--- config.mk ---
export PLATFORM = sky130hd
export DESIGN_NAME = uart_rx_cfg
export DESIGN_NICKNAME = d
export VERILOG_FILES = /design/src/rtl/uart_rx_cfg.sv
export SDC_FILE = /design/constraint.sdc
export NUM_CORES = 1
export LEC_CHECK = 0
export CORE_AREA = 3 3 72 74
export CTS_BUF_LIST = sky130_fd_sc_hd__clkbuf_8 sky130_fd_sc_hd__clkbuf_16
export CTS_CLUSTER_DIAMETER = 200
export DETAILED_ROUTE_END_ITERATION = 7
export DIE_AREA = 0 0 75 77
export PLACE_DENSITY = 0.88
export SLEW_MARGIN = 25
export SYNTH_ARGS = -nofsm -noshare
export SYNTH_HDL_FRONTEND = slang
export SYNTH_SLANG_ARGS = --single-unit
export TNS_END_PERCENT = 30
--- constraint.sdc ---
create_clock -name CLK -period 3.8 [get_ports CLK]
set_input_delay 0.76 -clock CLK [delete_from_list [all_inputs] [get_ports CLK]]
set_output_delay 0.76 -clock CLK [all_outputs]
set_load 0.02 [all_outputs]
--- src/rtl/uart_rx_cfg.sv ---
// Configurable-frame UART receiver: runtime parity/stop config, 3-sample majority
// per bit, break detection, and a valid/ready holding register with overrun pulse.
module uart_rx_cfg #(
    parameter int DATA_WIDTH = 8,
    parameter int PRESC_W    = 6
) (
    input  logic                  CLK,
    input  logic                  RST,
    input  logic                  RX_IN,
    input  logic                  PAR_EN,
    input  logic                  PAR_TYP,
    input  logic                  STOP2,
    input  logic [PRESC_W-1:0]    prescale,
    input  logic                  data_ready,
    output logic [DATA_WIDTH-1:0] P_DATA,
    output logic                  data_valid,
    output logic                  PAR_ERR,
    output logic                  STP_ERR,
    output logic                  OVR_ERR,
    output logic                  BRK_DET,
    output logic                  busy
);

    typedef enum logic [2:0] {
        S_IDLE,
        S_START,
        S_DATA,
        S_PARITY,
        S_STOP,
        S_DELIVER,
        S_BRK_WAIT
    } state_t;

    state_t                  state_q;
    logic [PRESC_W-1:0]      edge_cnt_q;
    logic [PRESC_W-1:0]      edge_cnt_d;
    logic [3:0]              bit_cnt_q;
    logic [PRESC_W-1:0]      presc_q;
    logic                    par_en_q;
    logic                    par_typ_q;
    logic                    stop2_q;
    logic                    s0_q;
    logic                    s1_q;
    logic [DATA_WIDTH-1:0]   shift_q;
    logic                    frm_par_err_q;
    logic                    frm_stp_err_q;
    logic                    all_zero_q;
    logic [DATA_WIDTH-1:0]   p_data_q;
    logic                    valid_q;
    logic                    par_err_q;
    logic                    stp_err_q;
    logic                    ovr_q;
    logic                    brk_q;

    logic [PRESC_W-1:0]      half_w;
    logic                    at_samp0;
    logic                    at_samp1;
    logic                    at_decide;
    logic                    at_bit_end;
    logic                    maj;

    // The third capture is taken live, so the voted bit is acted on at the
    // same edge and its effect is visible from edge_cnt = prescale/2+2 on.
    always_comb begin
        half_w     = presc_q >> 1;
        at_samp0   = (edge_cnt_q == half_w - PRESC_W'(1));
        at_samp1   = (edge_cnt_q == half_w);
        at_decide  = (edge_cnt_q == half_w + PRESC_W'(1));
        at_bit_end = (edge_cnt_q == presc_q - PRESC_W'(1));
        maj        = (s0_q & s1_q) | (s0_q & RX_IN) | (s1_q & RX_IN);
        edge_cnt_d = at_bit_end ? '0 : edge_cnt_q + PRESC_W'(1);
    end

    always_ff @(posedge CLK or negedge RST) begin
        if (!RST) begin
            state_q       <= S_IDLE;
            edge_cnt_q    <= '0;
            bit_cnt_q     <= '0;
            presc_q       <= '0;
            par_en_q      <= 1'b0;
            par_typ_q     <= 1'b0;
            stop2_q       <= 1'b0;
            s0_q          <= 1'b0;
            s1_q          <= 1'b0;
            shift_q       <= '0;
            frm_par_err_q <= 1'b0;
            frm_stp_err_q <= 1'b0;
            all_zero_q    <= 1'b0;
            p_data_q      <= '0;
            valid_q       <= 1'b0;
            par_err_q     <= 1'b0;
            stp_err_q     <= 1'b0;
            ovr_q         <= 1'b0;
            brk_q         <= 1'b0;
        end else begin
            ovr_q <= 1'b0;
            brk_q <= 1'b0;
            if (valid_q && data_ready) begin
                valid_q <= 1'b0;
            end

            case (state_q)
                S_IDLE: begin
                    if (!RX_IN) begin
                        state_q       <= S_START;
                        edge_cnt_q    <= '0;
                        bit_cnt_q     <= '0;
                        presc_q       <= prescale;
                        par_en_q      <= PAR_EN;
                        par_typ_q     <= PAR_TYP;
                        stop2_q       <= STOP2;
                        frm_par_err_q <= 1'b0;
                        frm_stp_err_q <= 1'b0;
                        all_zero_q    <= 1'b1;
                    end
                end

                S_START, S_DATA, S_PARITY, S_STOP: begin
                    edge_cnt_q <= edge_cnt_d;
                    if (at_samp0) s0_q <= RX_IN;
                    if (at_samp1) s1_q <= RX_IN;

                    if (at_decide) begin
                        case (state_q)
                            S_START: if (maj) state_q <= S_IDLE;
                            S_DATA: begin
                                shift_q    <= {maj, shift_q[DATA_WIDTH-1:1]};
                                all_zero_q <= all_zero_q & ~maj;
                            end
                            S_PARITY: begin
                                frm_par_err_q <= (^shift_q) ^ maj ^ par_typ_q;
                                all_zero_q    <= all_zero_q & ~maj;
                            end
                            default: begin
                                if (!maj) frm_stp_err_q <= 1'b1;
                                if (bit_cnt_q == 4'd0) all_zero_q <= all_zero_q & ~maj;
                            end
                        endcase
                    end

                    if (at_bit_end) begin
                        case (state_q)
                            S_START: begin
                                state_q   <= S_DATA;
                                bit_cnt_q <= '0;
                            end
                            S_DATA: begin
                                if (bit_cnt_q == 4'(DATA_WIDTH - 1)) begin
                                    bit_cnt_q <= '0;
                                    state_q   <= par_en_q ? S_PARITY : S_STOP;
                                end else begin
                                    bit_cnt_q <= bit_cnt_q + 4'd1;
                                end
                            end
                            S_PARITY: begin
                                state_q   <= S_STOP;
                                bit_cnt_q <= '0;
                            end
                            default: begin
                                if (stop2_q && bit_cnt_q == 4'd0) begin
                                    bit_cnt_q <= 4'd1;
                                end else begin
                                    state_q <= S_DELIVER;
                                end
                            end
                        endcase
                    end
                end

                S_DELIVER: begin
                    if (all_zero_q) begin
                        brk_q   <= 1'b1;
                        state_q <= S_BRK_WAIT;
                    end else begin
                        state_q <= S_IDLE;
                        if (!valid_q || data_ready) begin
                            p_data_q  <= shift_q;
                            par_err_q <= frm_par_err_q;
                            stp_err_q <= frm_stp_err_q;
                            valid_q   <= 1'b1;
                        end else begin
                            ovr_q <= 1'b1;
                        end
                    end
                end

                S_BRK_WAIT: begin
                    if (RX_IN) state_q <= S_IDLE;
                end

                default: state_q <= S_IDLE;
            endcase
        end
    end

    assign P_DATA     = p_data_q;
    assign data_valid = valid_q;
    assign PAR_ERR    = par_err_q;
    assign STP_ERR    = stp_err_q;
    assign OVR_ERR    = ovr_q;
    assign BRK_DET    = brk_q;
    assign busy       = (state_q != S_IDLE);

endmodule

== Word level (Yosys, flattened, before mapping) ==
Index checks and enable logic that the tools add are counted.
Cells by class
  equal/unequal tests: 21
  add/sub/neg operators: 5
  reductions and logical operators: 24
  bitwise gates (word level): 11
  muxes and demuxes: 43
Operators with widths (number)
  $mux 3: 10
  $eq 6x6->1: 3
  $mux 1: 18
  $mux 4: 4
  $ne 2x2->1 const B: 8
  $pmux 4 s2: 2
  $mux 6: 2
  $pmux 3 s4: 1
  $pmux 6 s2: 1
  $reduce_and 2->1: 5
  $reduce_and 5->1: 2
  $eq 3x3->1 const B: 3
  $pmux 3 s3: 1
  $pmux 1 s2: 4
  $reduce_and 4->1: 2
  $reduce_xor 8->1: 1
  $add 5x1->6 const B: 1
  $add 6x1->6 const B: 1
  $eq 3x2->1 const B: 2
  $eq 6x5->1: 1
  $reduce_and 3->1: 2
  $sub 5x1->6 const B: 1
  $sub 6x1->6 const B: 1
  $add 4x1->4 const B: 1
  other kinds (18): 27
Storage, ports and cells
  flip-flop bits (word level): 48

== Logic depth before layout (Yosys ltp) ==
Gate-level depths: netlist of run 1.
  depth after elaboration: 10
  mapped depth: 9
  gate-level depth less buffers: 8

== Least setup slack after synthesis of run 1 ==
OpenSTA, ideal clock, no wires.
  path type: register to register
  start: reg presc_q[1]
  end: reg bit_cnt_q[0]
  cell stages (with the launch flop): 9
  setup slack: 1.275 ns
  arrival time: 2.397 ns
  clock period less this slack: 2.525 ns
  library setup time: 0.128 ns
  path through: dfrtp_1 > inv_1 > ha_1 > o21ba_1 > a221o_1 > a2111oi_4 > a21oi_2 > o21ai_2 > mux2_1
On the way
  cells in the longest elaborated chain, start to end: 4
RTL lines
  from (decl): line 38  | logic [PRESC_W-1:0] presc_q;
  from (signal assigned): line 108  | presc_q <= prescale;
  $sub 6x1->6: line 69  | at_bit_end = (edge_cnt_q == presc_q - PRESC_W'(1));
  $eq 6x6->1: line 69
  $ne 2x2->1 (no line)
  $reduce_and 4->1 (no line)
  to (signal assigned): line 152  | bit_cnt_q <= bit_cnt_q + 4'd1;
  to (decl): line 37  | logic [3:0] bit_cnt_q;
Every way passes these cells.
A chain may end at the register's enable or synchronous reset.

== Final worst setup path of run 1 ==
Ends and elaborated chain as after synthesis.

==> flow_results.org, run 1 <==
** Run status
- Result of the run :: finished clean

** Critical path
- Class of the most critical setup path :: flip-flop to flip-flop
- STA classifies the critical path endpoint as a flip-flop.
- Data on the critical path is required at its endpoint by 4000 ps.
- CP arrival :: 3030 ps
- Register-to-Register Setup Slack :: 970 ps
- In this run the critical register-to-register path is launched from presc_q[1].
- Type of origin of the critical path :: flip-flop
- Cell count of the worst reg-to-reg path :: 8
- R2r endpoint :: bit_cnt_q[0]
- In this run the worst path has a maximum fanout of 9.

** Global route
- Global routing finished with a remaining overflow of 0.
- For this run, the total global-route usage over all layers was measured as 20.67%.
- The number of antenna violations at the first check in global routing is 0.
- The first global-routing pass estimated 9239 µm of wire.
- Maximum number of pins on one net before global-route repair :: 49
- The via count of the first global-routing pass came to 2019.

** Place
- Cell Count Post-Placement :: 342
- The congestion estimate from routability-driven global placement came to 0.8822.
- In this run the tool buffered the top-level ports with 26 buffer cells.
- Summed over all nets, the half-perimeter wirelength after detailed placement is 3822 µm.

** STA
- Setup repair after global routing missed its margin :: no
- Based on the critical path, the design can be clocked at up to 353.4 MHz.
- Final Hold Vio Count :: 0
- The worst path uses 74.46% of the clock period.
- Number of failing setup endpoints in the final timing report :: 0
- Fin Clk Skew :: 9.046 ps
- Hold is met by 450.4 ps.
- The max-slew violation total from the final report came to 0.
- Slew @ Worst Pin :: 612.9 ps
- Total negative slack :: 0 ps
- The clock period could shrink to 2830 ps.
- Relative slew slack :: 59.14%

** Detailed routing
- Vias after detailed routing :: 2100
- Routed length on met1 :: 2451 µm
- Wire segments on met3 add up to 364 µm in the final route.
- For this run, design rule violations remaining after detail routing come to 0.
- Dividing the detail-routed via count by the number of cells gives 6.000.
- Total detailed-routing wirelength :: 5509 µm
- Dividing the detail-routed wire length by the instance count gives 15.74 µm.
- Number of DRC markers after the initial detailed-route iteration :: 175
- In this run the remaining antenna-violating nets after routing total 0.
- The detailed router used layers up to and including met4.
- The routed design uses 2585 µm of met2 wire.
- Detailed Routing Iterations Pass 1 :: 4

** Logic synthesis
- For this run, the register share of the synthesized area comes to 43.84%.
- After synthesis, the mean cell area works out to 10.00 µm².
- Number of enable flip-flop cells after synthesis :: 0
- Post-Synthesis Net Count :: 293
- Counting distinct cell types in the post-synthesis netlist gives 51.
- List of most frequent post-synthesis cells :: 48 x dfrtp_1, 24 x mux2_2, 22 x nand2_1
- In this run, synthesis produced a sequential element count of 48.
- Count of yosys warnings during synthesis :: 0
- Yosys attributes the largest share of cell area to dfrtp_1 44%, mux2_2 9.9%, xnor2_1 6.1%.
- The cell area that synthesis handed to floorplanning was 0.002740 mm².
- Primary flip-flop cell chosen by synthesis mapping :: dfrtp_1
- Counting every instance in the synthesized netlist gives 274.
- Cell accounting for the most synthesized area :: dfrtp_1
- Async set or reset register ratio after synthesis :: 100.0%
- Library cell with the highest instance count after synthesis :: dfrtp_1
- In this run the biggest area consumer among cell types represents 43.84% of the synthesized area.

** Layout
- Of the cells placed in the final design, the portion with a size suffix greater than 1 is 14.19%.
- Number of non-filler instances in the completed layout :: 350
- Total inserted antenna cells :: 0
- At the end of the flow, the number of nets in the layout was 314.
- Area Growth Syn to Fin :: 14.98%

** Pwr
- Power density cells :: 767.6 mW/mm²
- IR analysis of the VDD net gives a maximum drop of 0.5130 mV.
- Power consumption :: 2.418 mW
- For this design the static power due to leakage is 1.377 nW.

** Floorplan
- The floorplan step defined a core boundary enclosing 0.004661 mm².
- The die covers 0.005775 mm².
- Die height :: 77 µm
- Initial standard-cell utilization of the core :: 58.79%
- Ports :: 27
- X dimension of the die :: 75 µm
- Standard-cell rows :: 25

** CTS
- Clock slew at the register clock pins of the worst setup and hold paths :: 90 ps
- Number of buffers inserted during clock tree synthesis :: 5
- Clock tree from TritonCTS :: done
- The number of gates resized after CTS was 0.
- In this run, post-CTS hold repair placed 0 buffers.
- The clock tree synthesis step divided the H-tree into 2 levels.
- Number of setup buffers added after CTS :: 0
- Buffer type at the clock tree root :: clkbuf_8
- The clock net in this run drives a total of 48 sinks.
- Counting along the longest clock path gives a buffer depth of 2.
- Clock latency of the later-clocked register in the worst-skew pair :: 310 ps

** Flow run
- Number of max-cap violations :: 0

** Min path
- The worst hold path belongs to the class input pin to asynchronous set/reset pin.
[worst max-delay path, cell delays in order (launching register included)]
cell and delay (ps):
dfrtp_1 460, inv_1 110, ha_1 240, o21ba_1 190, a221o_1 390, a2111oi_4 640
a21oi_2 180, o21ai_2 190, mux2_1 330
[state kept, by name (all words and copies together) (netlist names)]
signal,cells
stop2_q,1
edge_cnt_q,6
par_en_q,1
all_zero_q,1
s0_q,1
P_DATA,8
shift_q,8
frm_par_err_q,1
bit_cnt_q,4
STP_ERR,1
data_valid,1
s1_q,1
presc_q,6
PAR_ERR,1
par_typ_q,1
OVR_ERR,1
state_q,3
frm_stp_err_q,1
BRK_DET,1
[layout by cell type (no fill, tap or decap), drive strengths merged, types with 3 or more instances in the layout]
cell type / Yosys / layout
inv: 12 / 13
ha: 6 / 6
nor2: 21 / 21
nand2: 22 / 22
clkbuf: 7 / 5
mux2: 25 / 25
nor3: 6 / 6
xnor2: 19 / 19
dfrtp: 48 / 48
nand3: 8 / 8
nand3b: 3 / 3
o21ai: 19 / 19
a21oi: 8 / 8
a31oi: 4 / 4
clkdlybuf4s50: 0 / 25
or3: 6 / 6
nand4: 3 / 3
xor2: 10 / 10
nand2b: 6 / 6
o21a: 3 / 3
[report_power, final]
group          total (mW)  switching (mW)  internal, mW
registers           0.872           0.231         0.640
clock network       0.442           0.177         0.265
logic                1.10           0.590         0.515
total                2.42           0.998          1.42
[kinds of logic (layout without fill, tap and decap cells)]
kind of cell,Yosys count,after routing,synth area share (%)
adder cells (fa/ha/maj),6,6,2.740
AO/OA/AOI/OAI,52,52,13.06
multiplexers,27,27,11.00
flip-flops,48,48,43.84
buffers and inverters,25,47,3.835
XOR/XNOR,29,29,9.269
AND/OR/NAND/NOR,87,87,16.26
[area by class of cell]
type / count / area, µm²
inverters: 12 / 45.04
well taps: 54 / 67.56
clock inverters: 3 / 68.82
clock buffers: 5 / 68.82
flip-flops and latches: 48 / 1201
repair buffers: 27 / 265.3
multi-input cells: 201 / 1434
fillers: 352 / 1510
[stage by stage]
stage / utilization [%] / worst slack [ps] / instance area, µm²
2_1_floorplan: - / 1275 / 2740
3_5_place_dp: 64.64 / 1012 / 3013
4_1_cts: 67.60 / 987.6 / 3151
3_3_place_gp: 64.59 / 1085 / 3010
5_1_grt: 67.60 / 802.2 / 3151
6_report: 67.60 / 970.5 / 3151
[metal layers]
| metal | GRT usage, % | up-vias |
|---|---|---|
| li1 | - | 993 |
| met1 | 28.56 | 1006 |
| met2 | 31.10 | 91 |
| met3 | 5.242 | 10 |
| met4 | 7.473 | 0 |
| met5 | 0 | - |
[worst max-delay path by stage]
stage,depth (start not counted),endpoint,start,slack [ps]
after floorplan,8,bit_cnt_q[0],presc_q[1],1280
after global placement,8,bit_cnt_q[0],presc_q[1],1080
after detailed placement,8,bit_cnt_q[0],presc_q[1],1010
after CTS,8,bit_cnt_q[0],presc_q[1],990
after global routing,8,bit_cnt_q[0],presc_q[1],800
final,8,bit_cnt_q[0],presc_q[1],970
Power figures use the tool's default switching activity.
==> inputs of run 2 (changes only) <==
--- a/config.mk
+++ b/config.mk
@@ -5,12 +5,12 @@
 export SDC_FILE = /design/constraint.sdc
 export NUM_CORES = 1
 export LEC_CHECK = 0
-export CORE_AREA = 3 3 72 74
+export CORE_AREA = 3 3 74 76
 export CTS_BUF_LIST = sky130_fd_sc_hd__clkbuf_8 sky130_fd_sc_hd__clkbuf_16
 export CTS_CLUSTER_DIAMETER = 200
 export DETAILED_ROUTE_END_ITERATION = 7
-export DIE_AREA = 0 0 75 77
-export PLACE_DENSITY = 0.88
+export DIE_AREA = 0 0 77 79
+export PLACE_DENSITY = 0.84
 export SLEW_MARGIN = 25
 export SYNTH_ARGS = -nofsm -noshare
 export SYNTH_HDL_FRONTEND = slang
==> constraint.sdc (replaced) <==
create_clock -name CLK -period 2.8 [get_ports CLK]
set_input_delay 0.56 -clock CLK [delete_from_list [all_inputs] [get_ports CLK]]
set_output_delay 0.56 -clock CLK [all_outputs]
set_load 0.02 [all_outputs]
==> flow_results.org, run 2 (synthesis gave the netlist of run 1 again) <==
** Layout
- Area Growth Syn to Fin :: 17.40%
- Number of non-filler instances in the completed layout :: 373 (+6.6%)
- The library cell used most frequently in the layout, excluding fill and tap cells, is dfrtp_1.
- Final nets :: 324 (+3.2%)
- The share of final-layout standard cells stronger than drive strength 1 came to 16.99% (+2.8 points).
- Area of all placed cells without fillers :: 0.003217 mm² (+2.1%)
- Leaving out fill and tap cells, the most frequent cells in the layout are 48 x dfrtp_1, 25 x clkdlybuf4s50_1, 24 x mux2_2, 22 x nand2_1, 20 x nor2_1.
- Total inserted antenna cells :: 0 (unchanged)

** Detailed routing
- The routed via count came to 2115 (+0.71%).
- Detailed Routing Iterations Pass 1 :: 5 (+1)
- Number of vias per cell after detailed routing :: 5.670 (-5.5%)
- The final antenna-violating net count came to 0 (unchanged).
- The post-detailed-route wirelength per cell was 15.32 µm (-2.7%).
- The total length of routed wires came to 5715 µm (+3.7%).
- The total DRC errors in the routed layout is 0 (unchanged).
- The number of DRC markers after the initial detailed-route iteration was 233 (+33%).

** CTS
- The clock latency on the worst-skew pair came to 310 ps (about the same).
- Sinks on the clock net :: 48 (unchanged)
- TritonCTS built the clock tree.
- Cts repair resizes :: 0 (unchanged)
- Longest Clk Path Bufs :: 2 (unchanged)
- The CTS buffer count came to 5 (unchanged).
- Number of levels in the clock H-tree :: 2 (unchanged)
- The post-CTS setup buffer count is 0 (unchanged).
- The number of hold buffers added after cts is 0 (unchanged).
- Clock tree synthesis selected as its root buffer the cell clkbuf_8.
- The clock slew seen by the registers of the worst setup and hold paths is 90 ps (about the same).

** Global route
- Global router's overall resource usage :: 20.59% (-0.081 points)
- Antenna violations before repair :: 0 (unchanged)
- Wire length of the first global-routing pass :: 9956 µm (+7.8%)
- Maximum number of pins on one net before global-route repair :: 26 (-47%)
- The global-route congestion overflow total is 0 (unchanged).
- The via count of the first global-routing pass is 2132 (+5.6%).

** Floorplan
- Standard-cell rows :: 25 (unchanged)
- The die height was 79 µm (+2.6%).
- Initial standard-cell utilization of the core :: 57.25% (-1.5 points)
- The boundary pin count came to 27 (unchanged).
- X dimension of the die :: 77 µm (+2.7%)
- The area of the core region is 0.004786 mm² (+2.7%).
- Overall die area :: 0.006083 mm² (+5.3%)

** Min path
- The min-delay analysis places its worst path in the category input pin to asynchronous set/reset pin.

** STA
- Top achievable clock speed :: 376.2 MHz (+6.4%)
- The share of the clock period used by the worst path after layout came to 94.93% (+20 points).
- Setup repair after global routing missed its margin :: no
- The number of failing hold endpoints at the final stage is 0 (unchanged).
- The post-route minimum period is 2658 ps (-171.4 ps).
- Total negative slack :: 0 ps (unchanged)
- Setup slack after layout :: 141.8 ps (-828.6 ps)
- The total setup violations reported at the end of the flow was 0 (unchanged).
- Slew @ Worst Pin :: 546.2 ps (-66.70 ps)
- The worst slew slack as a fraction of its limit was 63.59% (+4.4 points).
- Fin Clk Skew :: 5.575 ps (-3.471 ps)
- The max-slew violation total from the final report was 0 (unchanged).

** Critical path
- Cell count of the worst reg-to-reg path :: 7 (-1)
- CP arrival :: 2850 ps (-180 ps)
- CP endpoint kind :: flip-flop
- STA classifies the critical path startpoint as a flip-flop.
- The data required time at the worst endpoint came to 2990 ps (-1010 ps).
- The minimum setup slack among reg-to-reg paths was 140 ps (-830 ps).
- Crit Path Max Fanout :: 8 (-1)
- Class of the most critical setup path :: flip-flop to flip-flop

** Place
- Cell Count Post-Placement :: 365 (+6.7%)
- Count of port buffers added during placement :: 26 (unchanged)
- The routability congestion estimate came to 0.9376 (+6.3%).
- Pre-CTS worst setup slack :: 155.5 ps (-856.7 ps)
- The standard cell area after detailed placement is 0.003102 mm² (+2.9%).
- The half-perimeter wire length after detailed placement came to 4240 µm (+11%).

** Pwr
- IR Drop Worst-Case VDD :: 0.6355 mV (+24%)
- Leak :: 1.412 nW (+2.6%)
- The power density over the cells is 1028 mW/mm² (+34%).

** Run status
- Result of the run :: finished clean

** Flow run
- Number of max-cap violations :: 0 (unchanged)
==> run 2: cell count changes in the layout (fill, tap and decap cells not counted), sizes merged <==
cell,previous run,this run
buf,2,12
clkinvlp,0,1
bufinv,2,1
==> run 2: area by class of cell <==
class | count | area, µm²
timing repair buffer | 37 | 337.8
tap | 67 | 83.83
inverter | 12 | 45.04
clock buffer | 5 | 68.82
clock inverter | 3 | 46.29
sequential | 48 | 1201
multi-input combinational | 201 | 1434
fill | 363 | 1569
==> run 2: worst max-delay path, cell delays in order, from the launching register on <==
cell and delay, ps:
dfrtp_1 450, inv_1 110, ha_1 310, xor2_1 170, or3_1 390, or3_1 480, nor2_4 260, mux2_2 370
==> run 2: final timing paths <==
path,start,endpoint
max in group asynchronous,RST,PAR_ERR
min reg2reg,P_DATA[0],P_DATA[0]
min in group CLK,P_DATA[0],P_DATA[0]
max reg2reg,presc_q[1],shift_q[7]
min,RST,P_DATA[7]
max,presc_q[1],shift_q[7]
==> run 2: per-layer routing <==
metal  up-vias  wire length (µm)  track usage (%)
li1       1018                 -                -
met1      1017              2570            27.52
met2        71              2703            33.71
met3         9               333            4.082
met4         0               106            6.940
met5         -                 0                0
==> run 2: metrics by stage <==
step	power, mW	hold WS, ps	util, %
floorplan	2.352	264.4	-
global placement	2.722	476.2	64.81
detailed placement	2.774	492.6	64.81
CTS	3.305	239.8	67.22
global route	3.561	250.8	67.22
finish	3.308	228.9	67.22
==> run 2: where the power goes <==
group          internal (mW)  switching, mW  total, mW
Sequential             0.871          0.217       1.09
Combinational          0.776          0.931       1.71
Clock                  0.269          0.245      0.514
Total                   1.92           1.39       3.31
